===== src/rtl/cam_capture_ctrl.sv =====
// cam_capture_ctrl: frame-aligned capture sequencer driving DMA start, pixel gate, status and frame-rate report
module cam_capture_ctrl #(
    parameter int unsigned CLK_FREQ_HZ   = 100000000,
    parameter int unsigned DRAIN_TIMEOUT = 1048576
) (
    input  logic        clk,
    input  logic        reset,
    input  logic        trigger_capture_frame,
    input  logic        continuous_capture_frame,
    input  logic        cam_dma_init_done,
    input  logic        frame_start,
    input  logic        frame_end,
    input  logic        dma_done,
    output logic        dma_start,
    output logic        pixel_gate,
    output logic [31:0] cam_dma_status,
    output logic [31:0] frames_per_second
);
    typedef enum logic [1:0] {IDLE = 2'd0, ARM = 2'd1, CAPTURE = 2'd2, DRAIN = 2'd3} state_t;
    localparam int unsigned WIN_W = $clog2(CLK_FREQ_HZ);
    localparam int unsigned DRN_W = $clog2(DRAIN_TIMEOUT + 1);

    state_t             state_q, state_d;
    logic               trig_q, trig_d;
    logic               edge_en_q, edge_en_d;
    logic               single_pending_q, single_pending_d;
    logic               drain_timeout_q, drain_timeout_d;
    logic               dma_start_q, dma_start_d;
    logic               pixel_gate_q, pixel_gate_d;
    logic [7:0]         overrun_cnt_q, overrun_cnt_d;
    logic [15:0]        frames_captured_q, frames_captured_d;
    logic [DRN_W-1:0]   drain_cnt_q, drain_cnt_d;
    logic [WIN_W-1:0]   win_cnt_q, win_cnt_d;
    logic [31:0]        fps_acc_q, fps_acc_d;
    logic [31:0]        fps_q, fps_d;
    logic               want;
    logic               wrap;
    logic [31:0]        fps_next;

    always_comb begin
        trig_d    = trigger_capture_frame;
        // edge detection is held off for one cycle so a trigger held through reset is not an edge
        edge_en_d = 1'b1;
        want      = single_pending_q | continuous_capture_frame;
        // pixel_gate trails the state by one cycle; its low value marks the first CAPTURE cycle
        pixel_gate_d      = state_q == CAPTURE;
        dma_start_d       = (state_q == CAPTURE) & ~pixel_gate_q;
        single_pending_d  = (trigger_capture_frame & ~trig_q & edge_en_q) | (single_pending_q & ~dma_start_d);
        state_d           = state_q;
        overrun_cnt_d     = overrun_cnt_q;
        frames_captured_d = frames_captured_q;
        drain_timeout_d   = drain_timeout_q;
        drain_cnt_d       = '0;
        case (state_q)
            IDLE: state_d = (cam_dma_init_done & want) ? ARM : IDLE;
            ARM: begin
                if (!cam_dma_init_done || !want) state_d = IDLE;
                else if (frame_start) state_d = CAPTURE;
            end
            CAPTURE: begin
                if (frame_end) begin
                    state_d = DRAIN;
                end else if (frame_start) begin
                    state_d       = DRAIN;
                    overrun_cnt_d = (&overrun_cnt_q) ? overrun_cnt_q : overrun_cnt_q + 8'd1;
                end
            end
            DRAIN: begin
                if (dma_done) begin
                    frames_captured_d = frames_captured_q + 16'd1;
                    state_d           = (cam_dma_init_done & want) ? ARM : IDLE;
                end else if (drain_cnt_q == DRN_W'(DRAIN_TIMEOUT - 1)) begin
                    drain_timeout_d = 1'b1;
                    state_d         = IDLE;
                end else begin
                    drain_cnt_d = drain_cnt_q + 1'b1;
                end
            end
            default: state_d = IDLE;
        endcase
        wrap      = win_cnt_q == WIN_W'(CLK_FREQ_HZ - 1);
        win_cnt_d = wrap ? '0 : win_cnt_q + 1'b1;
        fps_next  = (frame_start & ~&fps_acc_q) ? fps_acc_q + 32'd1 : fps_acc_q;
        fps_acc_d = wrap ? '0 : fps_next;
        fps_d     = wrap ? fps_next : fps_q;
    end

    always_ff @(posedge clk) begin
        if (reset) begin
            state_q           <= IDLE;
            trig_q            <= 1'b0;
            edge_en_q         <= 1'b0;
            single_pending_q  <= 1'b0;
            drain_timeout_q   <= 1'b0;
            dma_start_q       <= 1'b0;
            pixel_gate_q      <= 1'b0;
            overrun_cnt_q     <= '0;
            frames_captured_q <= '0;
            drain_cnt_q       <= '0;
            win_cnt_q         <= '0;
            fps_acc_q         <= '0;
            fps_q             <= '0;
        end else begin
            state_q           <= state_d;
            trig_q            <= trig_d;
            edge_en_q         <= edge_en_d;
            single_pending_q  <= single_pending_d;
            drain_timeout_q   <= drain_timeout_d;
            dma_start_q       <= dma_start_d;
            pixel_gate_q      <= pixel_gate_d;
            overrun_cnt_q     <= overrun_cnt_d;
            frames_captured_q <= frames_captured_d;
            drain_cnt_q       <= drain_cnt_d;
            win_cnt_q         <= win_cnt_d;
            fps_acc_q         <= fps_acc_d;
            fps_q             <= fps_d;
        end
    end

    assign dma_start         = dma_start_q;
    assign pixel_gate        = pixel_gate_q;
    assign frames_per_second = fps_q;
    assign cam_dma_status    = {frames_captured_q, overrun_cnt_q, 3'b000, pixel_gate_q,
                                drain_timeout_q, single_pending_q, state_q};
endmodule


===== config.mk =====
export PLATFORM = sky130hd
export DESIGN_NAME = cam_capture_ctrl
export DESIGN_NICKNAME = d
export VERILOG_FILES = /design/src/rtl/cam_capture_ctrl.sv
export SDC_FILE = /design/constraint.sdc
export NUM_CORES = 1
export LEC_CHECK = 0
export CORE_MARGIN = 1.5
export CORE_UTILIZATION = 50
export CTS_CLUSTER_SIZE = 10
export DETAILED_ROUTE_END_ITERATION = 6
export PLACE_DENSITY = 0.73
export SETUP_SLACK_MARGIN = 0.05
export SYNTH_ARGS = -nofsm -noshare
export SYNTH_HDL_FRONTEND = slang
export SYNTH_SLANG_ARGS = --single-unit

===== constraint.sdc =====
create_clock -name clk -period 2.4 [get_ports clk]
set_clock_uncertainty 0.2 [all_clocks]
set_input_delay 0.48 -clock clk [delete_from_list [all_inputs] [get_ports clk]]
set_output_delay 0.48 -clock clk [all_outputs]
set_load 0.05 [all_outputs]

# ---- Yosys cells after proc, flatten, opt, wreduce, memory -nomap -nowiden
# Cells that the tools add are included.
dict set report totals {
  wordCells 64
  output_inout_bits 66
  n_memories 0
  rom_bits 0
  ff_bits 144
  latch_bits 0
  ram_bits 0
}
dict set report classes {
  eq_ne 8
  n_mux 10
  bitwise_logic 15
  div_mod_pow 0
  reduce_logical 13
  shift 0
  addsub 5
  n_mul 0
  magnitude_cmp 0
}
# op n
set ops {}
lappend ops {{$add A32 B1 Y32 const B} 1}
lappend ops {{$mux W32} 1}
lappend ops {{$reduce_and A32 Y1} 1}
lappend ops {{$add A27 B1 Y27 const B} 1}
lappend ops {{$eq A27 B27 Y1 const B} 1}
lappend ops {{$add A21 B1 Y21 const B} 1}
lappend ops {{$eq A21 B20 Y1 const B} 1}
lappend ops {{$add A16 B1 Y16 const B} 1}
lappend ops {{$mux W2} 6}
lappend ops {{$ne A3 B3 Y1 const B} 3}
lappend ops {{$add A8 B1 Y8 const B} 1}
lappend ops {{$pmux W2 S4} 1}
lappend ops {{$reduce_and A8 Y1} 1}
lappend ops {{$not A1 Y1} 7}
lappend ops {{$and A1 B1 Y1} 6}
lappend ops {{$reduce_and A3 Y1} 2}
lappend ops {{$eq A2 B2 Y1 const B} 2}
lappend ops {{$reduce_and A4 Y1} 1}
lappend ops {{$reduce_or A4 Y1} 1}
lappend ops {{$logic_not A1 Y1} 3}
lappend ops {{$eq A2 B1 Y1 const B} 1}
lappend ops {{$logic_not A2 Y1} 1}
lappend ops {{$mux W1} 2}
lappend ops {{$or A1 B1 Y1} 2}
lappend ops {{3 further kinds} 3}

# ---- Longest topological paths before layout
# Gate-level depths: netlist of the first run.
dict set report logic_depth {
  word_depth 5
  mapped_depth 10
  mapped_depth_nobuf 7
}

# ---- Least setup slack after synthesis of the first run
# OpenSTA, ideal clock, no wires.
dict set report synth_path {
  kind {register to register}
  start {register with a tool-made name}
  end {register frames_captured_q[13]}
  required_ps 2072
  path_stages_with_launch 8
  slack_ps -6
  synth_period_minus_slack_ps 2406
  setup_ps 128
  t_arrival_ps 2079
  path_cell_list {dfxtp_1 and3_1 buf_1 nand4_1 nor3_1 nand3_1 xor2_1 nor2_1}
}
# item line
set synth_lines {}
lappend synth_lines {{end signal, assigned} 112} ;# frames_captured_q <= frames_captured_d;
lappend synth_lines {{end, declared} 31} ;# logic [15:0] frames_captured_q, frames_captured_d;

# ---- Worst setup path in the final report of the first run
dict set report layout_path {
  start {register frames_captured_q[2]}
  end {output port cam_dma_status[18]}
}
# item line
set layout_lines {}
lappend layout_lines {{end, declared} 16} ;# output logic [31:0] cam_dma_status,
# No word-level cell between the ends.

==> results.yml, run 1 <==
worst_setup_path:
  r2r-start: "win_cnt_q[0]"
  crit_path_max_fanout: 4
  crit_required_ps: 1720
  crit_chain: "clkdlybuf4s50_1"
  worstRegToRegCells: 7
  reg2reg_slack_ps: 100
  worstSetupPathType: "reg2out"
  reg2reg_to: "frames_per_second[31]"
  path_delay_family: "buffers and inverters"
  arrival_ps: 1650
  slowest_stage: "clkdlybuf4s50_1"
  max_stage_delay_ps: 840
  startpoint_type: "flop"
  cp_num_buf_inv: 1
  end_kind: "primary output"
sta:
  fmax_mhz: 429.7
  hold_viol: 0
  period_share_pct: 96.97
  tightest_slew_ps: 546.4
  setup_violations: 0
  fin_crit_ps: 2327
  rsz0062_at_grt: "true"
  drv_slew: 0
  timing.slew.headroom_pct: 63.29
  final.setup.tns_ps: 0
routing:
  highest-signal-layer: "met4"
  via_count: 5011
  routedWlPerCell_um: 14.80
  drt_iter0_markers: 342
  detail-route-antenna-nets: 0
  drt-pass1-iter-count: 7
  met1Wirelength_um: 6201
  drc_errors: 9
  via_per_inst: 5.382
  wl_met3_um: 668
  routed_wl_um: 13780
  wl_met2_um: 6726
synth:
  synth_area_leaders: "dfxtp_1, nor2_1, xor2_1"
  synth_area_per_cell_um2: 8.836
  yosysWarnings: 0
  synth-edff-count: 0
  synth_cell_types: 41
  yosys.area.top_type: "dfxtp_1"
  yosys.area.top_type_share_pct: 48.26
  syn_area_um2: 5973
  synth_flop_cell: "dfxtp_1"
  syn-instance-count: 676
  ys_ff_latch: 144
  async_reset_ff_share_pct: 0
  seq_area_frac_synth_pct: 48.26
cells_and_area:
  drive_gt1_share_pct: 11.68
  nFillCells: 949
  area_growth_pct: 30.96
  fin_area_um2: 7823
  diodes: 0
  final_net_count: 789
die:
  die_w_um: 112.3
  die_h_um: 112.3
  dieArea_um2: 12610
  initial_core_util_pct: 51.87
  rows: 39
  ios: 74
  core_area_um2: 11520
power:
  clkPwrFrac_pct: 53.8
  seq_power_share_pct: 43.8
  internal-power_w: 0.004442
  switching_share_pct: 19.47
  p_sw_w: 0.001074
  powerDensity_nw_per_um2: 705.1
  finalPower_w: 0.005515
  p_leak_nw: 3.079
  combPwrFrac_pct: 2.4
  ir_drop_mv: 0.5087
global_routing:
  grt_pass1_wl_um: 22580
  antenna_found_initial: 0
  grt_usage_pct: 22.19
  grt.overflow.total: 0
  grt_pass1_vias: 4915
  grt_max_degree: 33
clock_network:
  cts_root_buffer: "clkbuf_16"
  clock_path_buffers: 2
  cts.sinks: 144
  hold_buffers: 0
  h-tree-depth: 4
  cts_tree: "built"
  path_clk_slew_ps: 60
  cts_made_buffers: 17
  clk_latency_ps: 420
worst_hold_path:
  hold_depth: 1
  worstHoldEndpoint: "win_cnt_q[0]"
  worstHoldStart: "win_cnt_q[0]"
  hold_path.class: "reg2reg"
place:
  dp_hpwl_um: 9158
  globalplace.congestion: 0.9068
  io_buffers: 70
  dpl_cell_area_um2: 7005
job:
  maxCapViolCount: 0
outcome:
  status: "complete, but fails checks"
  failed_checks: "DRC"
[sequential cells by signal, indices dropped and copies added, names as in the netlist, named ones only]
signal and flops:
frames_captured_q 16, pixel_gate 1, frames_per_second 32, dma_start 1
win_cnt_q 27, drain_timeout_q 1, single_pending_q 1, state_q 1
fps_acc_q 32, overrun_cnt_q 8, edge_en_q 1, trig_q 1
drain_cnt_q 21
[placed cells by master (no fill, tap or decap), types with 4 or more instances in the layout]
cell             count
dfxtp_1            142
nor2_1             139
xor2_1              53
clkdlybuf4s50_1     53
nand2_1             39
xnor2_1             38
buf_4               33
nand3_1             32
nand4_1             29
and3_1              24
a21oi_1             20
nor3_1              18
a211oi_1            18
o21ai_0             18
clkbuf_16           18
dlymetal6s2s_1      12
inv_1                9
a31oi_1              7
bufinv_16            6
and4_1               5
mux2i_1              4
ha_1                 4
dlygate4sd2_1        4
[final cells by class]
cell class,count,area [um2],share of cell area [%]
timing repair buffer,112,1110,14.19
clock inverter,11,210.2,2.687
sequential,144,2885,36.88
tap,143,178.9,2.287
inverter,9,33.78,0.4319
clock buffer,20,456.7,5.838
multi-input combinational,492,2948,37.68
[kinds of logic after synthesis]
kind of cell	synth area share [%]
AO/OA/AOI/OAI	6.913
XOR/XNOR	13.34
adder cells (fa/ha/maj)	1.047
buffers and inverters	3.624
flip-flops	48.26
multiplexers	0.6703
other	0.06278
AND/OR/NAND/NOR	26.08
[synthesized netlist by cell type, types with 12 or more instances]
cell      instances
a211oi_1         19
a21oi_1          20
and3_1           24
clkbuf_1         12
dfxtp_1         144
nand2_1          39
nand3_1          32
nand4_1          29
nor2_1          139
nor3_1           19
o21ai_0          19
xnor2_1          38
xor2_1           53
[repair_timing]
| item | in CTS | in global routing |
|---|---|---|
| pin swaps | 0 | 2 |
| setup endpoints to repair | 90 | 120 |
| cloned | 0 | 2 |
| buffers inserted | 0 | 1 |
| gates resized for setup | 7 | 33 |
[worst max-delay path by stage]
stage,startpoint,end,slack [ps],cells past startpoint
final,frames_captured_q[2],cam_dma_status[18],70,1
after global routing,win_cnt_q[0],frames_per_second[1],-20,7
after CTS,drain_cnt_q[0],drain_cnt_q[10],50,9
after detailed placement,frame_start,frames_per_second[29],-120,6
after global placement,frame_start,frames_per_second[29],-100,6
after floorplan,win_cnt_q[0],fps_acc_q[7],60,10
[power groups by stage]
| stage | registers, W | clock network (W) | logic, W |
|---|---|---|---|
| 2_1_floorplan | 0.00248 | 0 | 0.0000836 |
| 3_3_place_gp | 0.00247 | 0 | 0.000126 |
| 3_5_place_dp | 0.00247 | 0 | 0.000129 |
| 4_1_cts | 0.00242 | 0.00300 | 0.000129 |
| 5_1_grt | 0.00242 | 0.00311 | 0.000141 |
| 6_report | 0.00242 | 0.00297 | 0.000130 |
[stage by stage]
step                      hold WS [ps]  setup slack [ps]  utilization (%)  std cells
final                            255.0             72.77            67.93        931
after global routing             287.8            -19.26            67.93        931
after CTS                        247.8             51.35            66.70        928
after detailed placement         239.0            -119.8            60.83        897
after global placement           227.3            -99.47            60.83        897
after floorplan                  217.5             64.95                -        678
[layer usage]
| layer | global-route usage [%] | vias to the layer above |
|---|---|---|
| met1 | 27.84 | 2376 |
| met4 | 7.342 | 0 |
| met2 | 36.81 | 110 |
| met3 | 6.533 | 22 |
| li1 | - | 2503 |
| met5 | 0 | - |
No activity file was read; power rests on OpenSTA's default activity.
==> run 2: changes to the inputs <==
- CORE_UTILIZATION: 50 -> 40
- PLACE_DENSITY: 0.73 -> 0.6
==> results.yml, run 2 (synthesis results as in run 1) <==
outcome:
  status: "finished, final reports clean"
worst_setup_path:
  startpoint_type: "flop"
  crit_chain: "clkdlybuf4s50_1"
  slowest_stage: "clkdlybuf4s50_1"
  reg2reg_slack_ps: 150
  cp_num_buf_inv: 1
  max_stage_delay_ps: 830
  end_kind: "primary output"
  path_delay_family: "buffers and inverters"
  crit_required_ps: 1720
  crit_path_max_fanout: 3
  arrival_ps: 1630
  worstSetupPathType: "reg2out"
cells_and_area:
  final_net_count: 795
  nFillCells: 1358
  drive_gt1_share_pct: 12.45
  diodes: 0
  final_common_cell: "dfxtp_1"
  area_growth_pct: 31.04
  final_cell_count_no_fill: 979
  final_cell_mix: "dfxtp_1, nor2_1, xor2_1"
die:
  ios: 74
  initial_core_util_pct: 41.10
  core_area_um2: 14530
  die_h_um: 125.2
  rows: 44
  dieArea_um2: 15680
  die_w_um: 125.2
routing:
  drc_errors: 0
  drt_iter0_markers: 241
  routed_wl_um: 13370
  routedWlPerCell_um: 13.66
  via_count: 4931
  via_per_inst: 5.037
  drt-pass1-iter-count: 4
  detail-route-antenna-nets: 0
place:
  globalplace.congestion: 0.9253
  post-place-ws_ps: -171.0
  io_buffers: 70
  dp.cells: 946
  dp_hpwl_um: 9544
clock_network:
  h-tree-depth: 4
  cts.sinks: 144
  cts_made_buffers: 17
  cts_tree: "built"
  clk_latency_ps: 420
  cts_root_buffer: "clkbuf_16"
  clock_path_buffers: 2
  hold_buffers: 0
  path_clk_slew_ps: 60
sta:
  drv_slew: 0
  rsz0062_at_grt: "true"
  hold_viol: 0
  period_share_pct: 96.34
  tightest_slew_ps: 539.2
  fin_crit_ps: 2312
  fmax_mhz: 432.5
  hold_slack_ps: 245.6
  setup_violations: 0
  timing.slew.headroom_pct: 63.94
  postLayoutSetupSlackWorst_ps: 87.84
global_routing:
  grt_max_degree: 38
  grt.overflow.total: 0
  grt_usage_pct: 17.77
  grt_pass1_wl_um: 22640
  antenna_found_initial: 0
  grt_pass1_vias: 4777
power:
  ir_drop_mv: 0.4966
  powerDensity_nw_per_um2: 673.8
  p_leak_nw: 3.043
job:
  maxCapViolCount: 0
worst_hold_path:
  hold_path.class: "reg2reg"
==> run 2: worst paths after layout <==
| path | cells past startpoint | to | start |
|---|---|---|---|
| hold / removal | 2 | drain_cnt_q[20] | drain_cnt_q[20] |
| setup / recovery | 1 | cam_dma_status[15] | overrun_cnt_q[7] |
| hold reg to reg | 2 | drain_cnt_q[20] | drain_cnt_q[20] |
| setup reg to reg | 7 | frames_per_second[22] | win_cnt_q[1] |
==> run 2: metal layers <==
| metal | wire (um) | GRT usage [%] | vias up | share of wire (%) |
|---|---|---|---|---|
| li1 | - | - | 2509 | - |
| met5 | 0 | 0 | - | 0 |
| met3 | 566 | 5.648 | 15 | 4.2 |
| met1 | 6252 | 21.79 | 2316 | 47 |
| met2 | 6376 | 29.38 | 91 | 48 |
| met4 | 176 | 6.417 | 0 | 1.3 |
==> run 2: per-stage QoR <==
stage / setup TNS [ps] / power, W / instance area, um2 / util [%]
2_1_floorplan: 0 / 0.002559 / 5983 / -
6_report: 0 / 0.005274 / 7828 / 53.86
4_1_cts: 0 / 0.005345 / 7727 / 53.17
3_5_place_dp: -542.9 / 0.002601 / 7109 / 48.92
5_1_grt: 0 / 0.005467 / 7828 / 53.86
3_3_place_gp: -166.4 / 0.002598 / 7109 / 48.92
==> run 2: power breakdown <==
group	switching, W	internal [W]	total [W]
combinational	0.0000876	0.0000489	0.000137
sequential	0.0000105	0.00240	0.00242
clock	0.000982	0.00174	0.00272
total	0.00108	0.00419	0.00527
==> run 2: timing repair <==
action                                  4_1_cts  5_1_grt
endpoints found under the setup margin       62       96
resized for setup                            12       27
setup buffers                                 0        1
==> run 2: layout make-up <==
| cell class | count | area (um2) | share of cell area [%] |
|---|---|---|---|
| Clock inverter | 9 | 130.1 | 1.662 |
| Inverter | 9 | 33.78 | 0.4316 |
| Sequential cell | 144 | 2887 | 36.88 |
| Timing Repair Buffer | 118 | 1120 | 14.31 |
| Multi-Input combinational cell | 492 | 2939 | 37.55 |
| Clock buffer | 23 | 488.0 | 6.234 |
| Tap cell | 184 | 230.2 | 2.941 |
==> run 3: changes to the inputs <==
- RECOVER_POWER: default -> 50
- SLEW_MARGIN: default -> 20
==> results.yml, run 3 (synthesis results as in run 1) <==
routing:
  via_per_inst: 5.031
  detail-route-antenna-nets: 0
  drc_errors: 0
  routedWlPerCell_um: 13.70
  routed_wl_um: 13420
  drt-pass1-iter-count: 4
  via_count: 4925
  drt_iter0_markers: 232
outcome:
  status: "finished, final reports clean"
sta:
  hold_slack_ps: 245.6
  hold_viol: 0
  rsz0062_at_grt: "true"
  drv_slew: 0
  period_share_pct: 97.04
  timing.slew.headroom_pct: 36.11
  fmax_mhz: 429.4
  fin_crit_ps: 2329
  tightest_slew_ps: 958.3
  setup_violations: 0
  final.setup.tns_ps: 0
global_routing:
  grt_max_degree: 38
  antenna_found_initial: 0
  grt.overflow.total: 0
  grt_usage_pct: 17.77
  grt_pass1_wl_um: 22640
  grt_pass1_vias: 4777
die:
  core_area_um2: 14530
  initial_core_util_pct: 41.10
  ios: 74
  dieArea_um2: 15680
  die_w_um: 125.2
  die_h_um: 125.2
  rows: 44
clock_network:
  path_clk_slew_ps: 60
  cts_root_buffer: "clkbuf_16"
  clock_path_buffers: 2
  h-tree-depth: 4
  cts_tree: "built"
  cts.sinks: 144
  clk_latency_ps: 420
  cts_made_buffers: 17
  hold_buffers: 0
cells_and_area:
  area_growth_pct: 29.01
  final_net_count: 795
  final_cell_mix: "dfxtp_1, nor2_1, xor2_1"
  drive_gt1_share_pct: 11.82
  final_common_cell: "dfxtp_1"
  diodes: 0
worst_setup_path:
  startpoint_type: "flop"
  path_depth: 1
  reg2reg_slack_ps: 140
  reg2reg_to: "frames_per_second[22]"
  worstSetupPathType: "reg2out"
  slowest_stage: "dlygate4sd3_1"
  r2r-start: "win_cnt_q[1]"
  crit_path_max_fanout: 2
  crit_end: "frames_per_second[23]"
  path_delay_family: "buffers and inverters"
  cp_num_buf_inv: 1
  max_stage_delay_ps: 890
  crit_chain: "dlygate4sd3_1"
  worstRegToRegCells: 7
  crit_required_ps: 1720
  arrival_ps: 1650
  end_kind: "primary output"
  startpoint: "frames_per_second[23]"
power:
  powerDensity_nw_per_um2: 683.5
  internal-power_w: 0.004188
  p_sw_w: 0.001079
  seq_power_share_pct: 45.9
  p_leak_nw: 2.863
  clkPwrFrac_pct: 51.7
  ir_drop_mv: 0.4968
  combPwrFrac_pct: 2.5
  switching_share_pct: 20.48
place:
  globalplace.congestion: 0.9253
  io_buffers: 70
  dp_hpwl_um: 9544
job:
  maxCapViolCount: 0
worst_hold_path:
  hold_path.class: "reg2reg"
-- run 3: cell types whose count changed in the layout (fill, tap and decap cells not counted), moves of 2 or more --
cell / previous run / this run
dlygate4sd3_1: 0 / 19
clkbuf_4: 0 / 2
dlymetal6s2s_1: 11 / 0
buf_4: 42 / 36
clkbuf_1: 2 / 17
clkdlybuf4s50_1: 49 / 30
-- run 3: power by group through the flow --
| stage | Combinational (W) | Clock, W | Sequential, W |
|---|---|---|---|
| after detailed placement | 0.000133 | 0 | 0.00247 |
| after CTS | 0.000136 | 0.00279 | 0.00241 |
| after global placement | 0.000132 | 0 | 0.00247 |
| after floorplan | 0.0000836 | 0 | 0.00248 |
| final | 0.000131 | 0.00272 | 0.00242 |
| after global routing | 0.000142 | 0.00290 | 0.00242 |
-- run 3: per-layer routing --
metal	vias up	track usage, %	routed length [um]
li1	2510	-	-
met1	2305	21.79	6341
met2	95	29.38	6321
met3	15	5.648	571
met4	0	6.417	180
met5	-	0	0
-- run 3: worst min-delay path by stage --
| stage | start | endpoint | slack, ps | cells past startpoint |
|---|---|---|---|---|
| 3_5_place_dp | drain_cnt_q[20] | drain_cnt_q[20] | 240 | 2 |
| 5_1_grt | drain_cnt_q[20] | drain_cnt_q[20] | 280 | 2 |
| 3_3_place_gp | drain_cnt_q[20] | drain_cnt_q[20] | 230 | 2 |
| 2_1_floorplan | win_cnt_q[0] | win_cnt_q[0] | 220 | 1 |
| 6_report | drain_cnt_q[20] | drain_cnt_q[20] | 250 | 2 |
| 4_1_cts | reset | win_cnt_q[2] | 240 | 2 |
-- run 3: tightest hold or removal path: stages, from the launching register on --
cell,delay [ps]
dfxtp_1,320
nand2_1,60
nor2_1,30
-- run 3: cell type report --
class | count | area [um2]
multi-input cells | 492 | 2933
clock buffers | 23 | 488.0
well taps | 184 | 230.2
repair buffers | 118 | 1005
flip-flops and latches | 144 | 2887
fillers | 1376 | 6828
inverters | 9 | 33.78
clock inverters | 9 | 130.1
-- run 3: per-stage QoR --
| stage | std cells | util, % | instance area, um2 | worst slack (ps) | power, W |
|---|---|---|---|---|---|
| after global placement | 946 | 48.92 | 7109 | -77.78 | 0.002598 |
| after CTS | 978 | 53.17 | 7727 | 50.20 | 0.005345 |
| after floorplan | 678 | - | 5983 | 64.95 | 0.002559 |
| after global routing | 979 | 53.02 | 7706 | 7.423 | 0.005461 |
| after detailed placement | 946 | 48.92 | 7109 | -171.0 | 0.002601 |
| final | 979 | 53.02 | 7706 | 71.15 | 0.005267 |
-- run 3: repair_timing --
action,4_1_cts,5_1_grt
buffers inserted,0,1
endpoints found under the setup margin,62,96
gates resized for setup,12,27
pin swaps,0,0
